File: config.mk
export PLATFORM = sky130hd
export DESIGN_NAME = hs_unbs
export DESIGN_NICKNAME = d
export VERILOG_FILES = /design/src/rtl/hs_unbs.sv
export SDC_FILE = /design/constraint.sdc
export NUM_CORES = 1
export LEC_CHECK = 0
export CAP_MARGIN = 20
export CORE_AREA = 2 2 50 52
export DETAILED_ROUTE_END_ITERATION = 10
export DIE_AREA = 0 0 52 54
export DONT_BUFFER_PORTS = 1
export PLACE_DENSITY_LB_ADDON = 0.15
export SLEW_MARGIN = 20
export SYNTH_ARGS = -nofsm -noshare
export SYNTH_HDL_FRONTEND = slang
export SYNTH_SLANG_ARGS = --single-unit
File: constraint.sdc
create_clock -name clk -period 1.63 [get_ports clk]
set_input_delay 0.0815 -clock clk [delete_from_list [all_inputs] [get_ports clk]]
set_output_delay 0.0815 -clock clk [all_outputs]
set_load 0.005 [all_outputs]
File: src/rtl/hs_unbs.sv
// hs_unbs: high-speed receive bit unstuffer and deserializer.
// Drops the stuffed zero after each run of STUFF_LEN ones and packs
// the remaining data bits LSB-first into bytes on a valid/ready
// holding register. Flags stuff errors and holding-register overruns.
//
// Ports:
//   clk        bit clock, posedge
//   rst        synchronous active-high reset
//   dataIn     NRZI-decoded serial bit, sampled while RX_EN=1
//   RX_EN      high during a received packet
//   RX_READY   consumer accepts the holding byte this cycle
//   dataOut    holding-register byte
//   RX_VALID   holding register full, held until accepted
//   RX_ACTIVE  packet reception in progress
//   RX_ERROR   sticky bit-stuff error for the current packet
//   RX_OVERRUN sticky flag: a completed byte was dropped
module hs_unbs #(
    parameter int STUFF_LEN = 6
) (
    input  logic       clk,
    input  logic       rst,
    input  logic       dataIn,
    input  logic       RX_EN,
    input  logic       RX_READY,
    output logic [7:0] dataOut,
    output logic       RX_VALID,
    output logic       RX_ACTIVE,
    output logic       RX_ERROR,
    output logic       RX_OVERRUN
);

    localparam int CW = $clog2(STUFF_LEN + 1);

    typedef enum logic [1:0] {
        S_IDLE,
        S_ACTIVE,
        S_ERROR
    } state_t;

    state_t          r_state;
    logic [2:0]      r_idx;
    logic [CW-1:0]   r_ones;
    logic [7:0]      r_shift;
    logic [7:0]      r_data;
    logic            r_valid;
    logic            r_active;
    logic            r_error;
    logic            r_overrun;

    logic            w_run;
    logic            w_full;
    logic            w_stuff;
    logic            w_serr;
    logic            w_data;
    logic            w_done;
    logic            w_accept;
    logic            w_load;
    logic [7:0]      w_byte;

    // In IDLE the counters are already zero, so the first bit of a
    // packet always takes the data-bit path.
    always_comb begin
        w_run    = RX_EN && (r_state != S_ERROR);
        w_full   = (r_ones == CW'(STUFF_LEN));
        w_stuff  = w_run && w_full && !dataIn;
        w_serr   = w_run && w_full && dataIn;
        w_data   = w_run && !w_full;
        w_done   = w_data && (r_idx == 3'd7);
        w_accept = r_valid && RX_READY;
        w_load   = w_done && (!r_valid || RX_READY);
        w_byte   = {dataIn, r_shift[6:0]};
    end

    always_ff @(posedge clk) begin
        if (rst) begin
            r_state   <= S_IDLE;
            r_idx     <= 3'd0;
            r_ones    <= '0;
            r_shift   <= 8'h00;
            r_data    <= 8'h00;
            r_valid   <= 1'b0;
            r_active  <= 1'b0;
            r_error   <= 1'b0;
            r_overrun <= 1'b0;
        end else begin
            // Holding register: a completion in the same cycle as an
            // accept wins, leaving the new byte valid.
            if (w_accept) begin
                r_valid <= 1'b0;
            end
            if (w_load) begin
                r_data  <= w_byte;
                r_valid <= 1'b1;
            end

            unique case (r_state)
                S_IDLE: begin
                    if (RX_EN) begin
                        r_state   <= S_ACTIVE;
                        r_active  <= 1'b1;
                        r_error   <= 1'b0;
                        r_overrun <= 1'b0;
                    end
                end
                S_ACTIVE, S_ERROR: begin
                    if (!RX_EN) begin
                        r_state  <= S_IDLE;
                        r_active <= 1'b0;
                        r_idx    <= 3'd0;
                        r_ones   <= '0;
                    end else if (w_serr) begin
                        r_state <= S_ERROR;
                        r_error <= 1'b1;
                        r_idx   <= 3'd0;
                        r_ones  <= '0;
                    end
                end
                default: begin
                    r_state <= S_IDLE;
                end
            endcase

            if (w_stuff) begin
                r_ones <= '0;
            end

            // Ones count carries across byte boundaries.
            if (w_data) begin
                r_shift[r_idx] <= dataIn;
                r_ones         <= dataIn ? r_ones + CW'(1) : '0;
                r_idx          <= r_idx + 3'd1;
            end

            if (w_done && !w_load) begin
                r_overrun <= 1'b1;
            end
        end
    end

    assign dataOut    = r_data;
    assign RX_VALID   = r_valid;
    assign RX_ACTIVE  = r_active;
    assign RX_ERROR   = r_error;
    assign RX_OVERRUN = r_overrun;

endmodule
## After elaboration in Yosys (flattened, before gate mapping)

Index checks and enable logic that the tools add are counted.

| word-level totals | value |
|---|---|
| flip-flop bits (word level) | 28 |
| output and inout bits | 12 |
| logic and storage cells | 79 |

| operators by class | value |
|---|---|
| muxes and demuxes | 25 |
| add/subtract/negate cells | 2 |
| magnitude comparators | 2 |
| reductions and logical operators | 29 |
| eq/ne operators | 12 |

Operators by type and width:

| kind | count |
|---|---|
| two-way mux 3 bit | 7 |
| logical AND 1 bit | 10 |
| two-way mux 1 bit | 10 |
| inequality test 2 bit (second input constant) | 5 |
| nonzero test 2 bit | 5 |
| bitwise mux 8 bit | 1 |
| AND reduction 2 bit | 4 |
| adder 3 x 1 -> 3 bit (second input constant) | 2 |
| equality test 3 bit (second input constant) | 2 |
| two-way mux 2 bit | 3 |
| zero test 1 bit | 4 |
| < comparator 3 x 4 -> 1 bit (second input constant) | 1 |
| inequality test 4 x 1 -> 1 bit (second input constant) | 1 |
| case mux 1 bit (2 select lines) | 2 |
| case mux 2 bit (2 select lines) | 1 |
| AND reduction 4 bit | 1 |
| demux 1 bit (select 3 bit) | 1 |
| >= comparator 3 x 1 -> 1 bit (second input constant) | 1 |
| inequality test 3 x 1 -> 1 bit (second input constant) | 1 |
| inequality test 3 bit (second input constant) | 1 |
| AND reduction 3 bit | 1 |
| nonzero test 3 bit | 1 |
| equality test 2 x 1 -> 1 bit (second input constant) | 1 |
| equality test 2 bit (second input constant) | 1 |
| other kinds (3) | 3 |

## Longest topological paths before layout

Gate-level depths: netlist (run 1).

| logic depth | value |
|---|---|
| word-level depth | 9 |
| depth in mapped cells | 7 |
| gate-level depth less buffers | 6 |

## Worst setup path after synthesis (run 1)

No wires, ideal clock.

| timing path | value |
|---|---|
| path type | register to register |
| start point | register r_ones[0] |
| end point | register r_shift[6] |
| arrival | 1.286 ns |
| slack | 0.216 ns |
| stages on the path, launching flop included | 7 |
| library setup time | 0.128 ns |
| cells stage by stage | dfxtp_1 > inv_1 > ha_1 > and2_4 > nor4_2 > mux2i_1 > nor2_1 |

| on the way | value |
|---|---|
| longest elaborated chain between the ends | 3 |

Ends and longest elaborated chain:

| element | line | text |
|---|---|---|
| start, declared | 42 | `logic [CW-1:0] r_ones;` |
| start signal, assigned | 130 | `r_ones <= dataIn ? r_ones + CW'(1) : '0;` |
| equality test 3 bit | 64 | `w_full = (r_ones == CW'(STUFF_LEN));` |
| zero test 1 bit | 67 | `w_data = w_run && !w_full;` |
| logical AND 1 bit | 67 |  |
| end signal, assigned by index | 129 | `r_shift[r_idx] <= dataIn;` |
| end, declared | 43 | `logic [7:0] r_shift;` |

Every way passes these cells.
A chain may end at the register's enable or synchronous reset.

## Worst setup path in the final report (run 1)

| timing path | value |
|---|---|
| start point | register r_state[0] |
| end point | register r_shift[6] |

| on the way | value |
|---|---|
| longest elaborated chain between the ends | 3 |

Ends and longest elaborated chain:

| element | line | text |
|---|---|---|
| start, declared | 40 | `state_t r_state;` |
| start signal, assigned | 76 | `r_state <= S_IDLE;` |
| start signal, assigned | 99 | `r_state <= S_ACTIVE;` |
| start signal, assigned | 107 | `r_state <= S_IDLE;` |
| inequality test 2 bit | 63 | `w_run = RX_EN && (r_state != S_ERROR);` |
| logical AND 1 bit | 63 |  |
| logical AND 1 bit | 67 |  |

Every way passes these cells.

==> impl_metrics.ini, run 1 <==
[outcome]
status = finished, final reports clean

[logic_synthesis]
synth_cell_types = 38
synth_compound_gate_area_share_pct = 14.6
synthSimpleGateAreaFrac_pct = 25.7
ys_warn_count = 0
synthXorXnorAreaFrac_pct = 0.680
synth_fa_ha_area_share_pct = 5.83
synth.top_cell.area_share_pct = 41.9
syn_nets = 148
syn-instance-count = 137
avgSynthCellArea_um2 = 9.41
synthTopCellsByArea = dfxtp_1, mux2i_1, ha_1, nand3b_1, o21ai_0
synth_area_mm2 = 0.00129
synthMuxAreaShare_pct = 6.99
ys_ff_latch = 27
synth_top_family_by_area = simple AND/OR/NAND/NOR gates
seq_area_frac_synth_pct = 41.9
netlist.top_cell.by_area = dfxtp_1

[detailed_routing]
drc_errors = 0
vias = 964
postRouteAntennaNets = 0
routed_wl_um = 2460
drt_iter0_markers = 11
wire_per_inst_um = 14.2
firstDrtPassIters = 4
drt-vias-per-instance = 5.57

[finish]
final_common_cell = dfxtp_1
syn_to_final_growth_pct = 9.51
num_antenna_cells = 0
layout.nets = 155
most-common-layout-cells = dfxtp_1, nor2_1, o21ai_0
stdcell_count = 173
drive_gt1_share_pct = 16.1

[critical_path]
reg2reg_depth = 6
worstReg2RegEnd = r_shift[6]
regToRegStartpoint = r_state[0]
cp-end-kind = flop
worstPathArrival_ns = 1.72
critPathKind = flop to flop
critPathMaxFanout = 6
required_ns = 1.83
crit_end = r_shift[6]
r2r_setup_slack_ns = 0.11
setup.worst_path.start = r_state[0]
start_kind = flop

[grt]
grt_pass1_vias = 939
antenna_found_initial = 0
met3_usage_pct = 3.61
use_met1_pct = 26.9
grt_util_all_layers_pct = 19.7
grt_use_met2_pct = 32.1
grt.overflow.total = 0
grt_pass1_wl_um = 4140
grt_max_degree = 28
top_usage_layer = met2

[place]
dpl.hpwl_um = 1650
gp_congestion = 0.818
place_inst = 165
port_buffers = 0

[clock_tree]
cts_tree = built
cts-root-buf = clkbuf_4
htree_levels = 1
cts.sinks = 27
clkTransAtPathRegs_ns = 0.15
cts_made_buffers = 3
cts_buffer_depth = 2
post_cts_buffers = 0
clock_latency_ns = 0.33

[timing]
finalSetupTns_ns = 0
period_needed_ns = 1.52
slew_violations = 0
maxSlewHeadroom_pct = 40.1
setup_viol = 0
fmax_mhz = 658
post-route-period-util_pct = 93.3
grt_setup_unrepaired = false
skew_ns = 0.0106
finalHoldViolCount = 0
tightest_slew_ns = 0.896

[power]
p_leak_nw = 0.555
ir_worst_vdd_mv = 0.707
powerDensity_mw_per_mm2 = 798
total_power_mw = 1.13

[floorplan]
die_h_um = 54
rows = 18
die_x_um = 52
core_area_mm2 = 0.00232
initial_core_util_pct = 55.6
die_area_mm2 = 0.00281
ios = 17

[worst_hold_path]
hold_path_class = input port to flop

[job]
drv_cap = 0
[worst min path at each step]
| stage | cells after the start | to | from | slack, ns |
|---|---|---|---|---|
| after floorplan | 2 | RX_OVERRUN | RX_READY | 0.27 |
| after global placement | 1 | RX_ERROR | rst | 0.15 |
| after detailed placement | 1 | RX_ERROR | rst | 0.15 |
| after CTS | 4 | r_state[1] | RX_EN | 0.02 |
| after global routing | 2 | RX_ERROR | RX_EN | 0.05 |
| final | 4 | r_state[1] | RX_EN | 0.03 |
[power by group]
part / internal [mW] / leakage [nW] / switching [mW]
logic: 0.0585 / 0.321 / 0.0748
clock network: 0.0940 / 0.0139 / 0.211
registers: 0.678 / 0.220 / 0.0109
[flip-flops by register name, indices dropped and copies added, names as in the netlist]
register and flops:
RX_ACTIVE 1, RX_ERROR 1, RX_OVERRUN 1, RX_VALID 1, dataOut 8, r_idx 3, r_ones 3, r_shift 7
r_state 2
[layout make-up]
cell class	count	area [µm²]
clock buffers	3	22.5
clock inverters	1	7.51
fillers	205	908
inverters	6	22.5
multi-input cells	98	707
flip-flops and latches	27	544
well taps	30	37.5
repair buffers	8	70.1
[through the flow]
| stage | hold WS [ns] | worst slack, ns | instance area, µm² | util, % |
|---|---|---|---|---|
| detailed placement | 0.152 | 0.131 | 1320 | 57.1 |
| finish | 0.0298 | 0.109 | 1410 | 60.8 |
| floorplan | 0.268 | 0.216 | 1290 | - |
| global route | 0.0504 | 0.0119 | 1410 | 60.8 |
| global placement | 0.151 | 0.179 | 1320 | 57.1 |
| CTS | 0.0190 | 0.0644 | 1390 | 60.1 |
[critical path: stages, from the launching register on]
cell and delay [ns]:
dfxtp_2 0.36, inv_1 0.06, ha_1 0.26, nand2b_4 0.21, nor4_4 0.24, mux2i_1 0.22
nor2_1 0.05
[what timing repair did]
action	CTS	global route
endpoints found under the hold margin	27	0
hold buffers	4	0
endpoints found under the setup margin	0	7
gates resized for setup	0	6
[cells in the mapped netlist]
library cell	n
dfxtp_1	27
nor2_1	13
o21ai_0	10
mux2i_1	9
nand2_1	8
a21oi_1	7
nand2b_1	7
nand3b_1	7
ha_1	6
inv_1	6
nand3_1	3
nand4b_1	3
a2bb2oi_1	2
a32oi_1	2
buf_2	2
clkbuf_1	2
o21ai_1	2
a21bo_1	1
a221oi_2	1
a31oi_1	1
and2_4	1
buf_1	1
buf_6	1
nand2b_4	1
nand4_1	1
nand4_2	1
nor2_4	1
nor2b_1	1
nor2b_2	1
nor3_1	1
nor3_4	1
nor3b_1	1
nor4_2	1
o2111ai_1	1
o211ai_1	1
o21ba_2	1
or2_2	1
xor2_1	1
[logic make-up (layout without fill, tap and decap cells)]
logic type | count (synthesis) | in the layout
simple gates | 53 | 53
compound gates | 29 | 29
flops | 27 | 27
buf+inv | 12 | 18
mux | 9 | 9
fa+ha+maj | 6 | 6
xor+xnor | 1 | 1
[per-layer routing]
| layer | routed length, µm | vias to the layer above |
|---|---|---|
| met2 | 1120 | 14 |
| met3 | 89 | 2 |
| met5 | 0 | - |
| met4 | 9 | 0 |
| met1 | 1240 | 450 |
| li1 | - | 498 |
Note: power is estimated with default switching activity, not from simulation.
==> inputs of run 2 (changes only) <==
PLACE_DENSITY = 0.69   (was not set)
PLACE_DENSITY_LB_ADDON = not set   (was 0.15)
==> impl_metrics.ini, run 2 (synthesized netlist as in run 1, its figures left out) <==
[critical_path]
reg2reg_depth = 6
worstPathArrival_ns = 1.74
regToRegStartpoint = r_ones[0]
cp-end-kind = flop
critPathKind = flop to flop
r2r_setup_slack_ns = 0.11
required_ns = 1.85
slowest_stage = dfxtp_1
worstReg2RegEnd = r_shift[6]
critPathMaxFanout = 5
path_cells = inv_1, ha_1, and2_4, nor4_4, mux2i_1, nor2_1
slowest_delay_ns = 0.39
start_kind = flop

[finish]
syn_to_final_growth_pct = 11.0
drive_gt1_share_pct = 17.2
final_common_cell = dfxtp_1
layout.nets = 157
final_area_mm2 = 0.00143
final_core_util_pct = 61.7
num_antenna_cells = 0
largest_reg_flops = 8
most-common-layout-cells = dfxtp_1, nor2_1, o21ai_0

[timing]
tightest_slew_ns = 0.853
setup_viol = 0
fmax_mhz = 657
maxSlewHeadroom_pct = 42.9
skew_ns = 0.00434
slew_violations = 0
grt_setup_unrepaired = false
period_needed_ns = 1.52
finalHoldViolCount = 0
post-route-period-util_pct = 93.3
finalSetupTns_ns = 0

[place]
dpl_cell_area_mm2 = 0.00132
port_buffers = 0
gp_congestion = 0.776
dpl.hpwl_um = 1600

[clock_tree]
cts_buffer_depth = 2
cts-root-buf = clkbuf_4
cts_tree = built
cts_made_buffers = 3
clock_latency_ns = 0.33
htree_levels = 1
clkTransAtPathRegs_ns = 0.16
cts.sinks = 27

[floorplan]
rows = 18
die_area_mm2 = 0.00281
die_x_um = 52
ios = 17
die_h_um = 54
initial_core_util_pct = 55.6
core_area_mm2 = 0.00232

[detailed_routing]
postRouteAntennaNets = 0
drt_iter0_markers = 20
vias = 975
drc_errors = 0
drt-vias-per-instance = 5.57
firstDrtPassIters = 4
routed_wl_um = 2370
wire_per_inst_um = 13.5

[worst_hold_path]
min_to = dataOut[7]
worstHoldStart = dataIn
hold_path_class = input port to flop
holdPathStages = 2

[power]
total_power_mw = 1.13
p_leak_nw = 0.559
powerDensity_mw_per_mm2 = 790
ir_worst_vdd_mv = 0.631

[outcome]
status = finished, final reports clean

[job]
drv_cap = 0

[grt]
grt_util_all_layers_pct = 19.3
grt.overflow.total = 0
grt_pass1_vias = 882
antenna_found_initial = 0
grt_pass1_wl_um = 4010
grt_max_degree = 28
run 2: cell count changes in the layout (fill, tap and decap cells not counted), moves of 2 or more:
cell and change:
buf_4 +2, dfxtp_1 +2, dfxtp_2 -2, ha_1 -2
ha_2 +2
run 2: repair_timing:
action / CTS / global route
gates resized for setup: 0 / 6
hold buffers: 4 / 0
setup buffers: 0 / 3
hold endpoints to repair: 27 / 0
endpoints found under the setup margin: 0 / 13
run 2: through the flow:
stage,setup slack (ns),hold slack (ns),instances
detailed placement,0.110,0.152,164
CTS,0.0634,0.0100,172
global placement,0.131,0.152,164
global route,0.00176,0.0282,175
finish,0.108,0.00580,175
floorplan,0.216,0.268,137
run 2: worst max-delay path: cells and delay by family, from the launching register on:
| kind | cells | cell delay, ns |
|---|---|---|
| mux | 1 | 0.22 |
| buf+inv | 1 | 0.07 |
| simple gates | 3 | 0.51 |
| fa+ha+maj | 1 | 0.22 |
| flops | 1 | 0.39 |
run 2: worst max-delay path by stage:
stage	end	from	slack, ns	cells past startpoint
2_1_floorplan	r_shift[6]	r_ones[0]	0.22	6
3_3_place_gp	r_shift[6]	r_state[0]	0.13	6
3_5_place_dp	r_ones[0]	r_state[0]	0.11	6
4_1_cts	r_shift[6]	r_state[0]	0.06	6
5_1_grt	r_ones[1]	r_state[1]	0.002	6
6_report	r_shift[6]	r_ones[0]	0.11	6
run 2: report_power, final:
group	total, mW	switching, mW	internal, mW
combinational	0.133	0.0717	0.0615
clock	0.308	0.214	0.0940
sequential	0.689	0.0122	0.677
run 2: area by class of cell:
type	instances	area (µm²)
fillers	214	890
multi-input cells	98	713
flip-flops and latches	27	542
repair buffers	10	85.1
well taps	30	37.5
clock buffers	3	22.5
inverters	6	22.5
clock inverters	1	7.51
run 2: routing by layer:
metal	GRT usage, %	vias up	routed length, µm
met5	0	-	0
met4	9.21	0	20
met3	3.89	2	93
met2	29.5	16	1110
met1	26.1	460	1150
li1	-	497	-
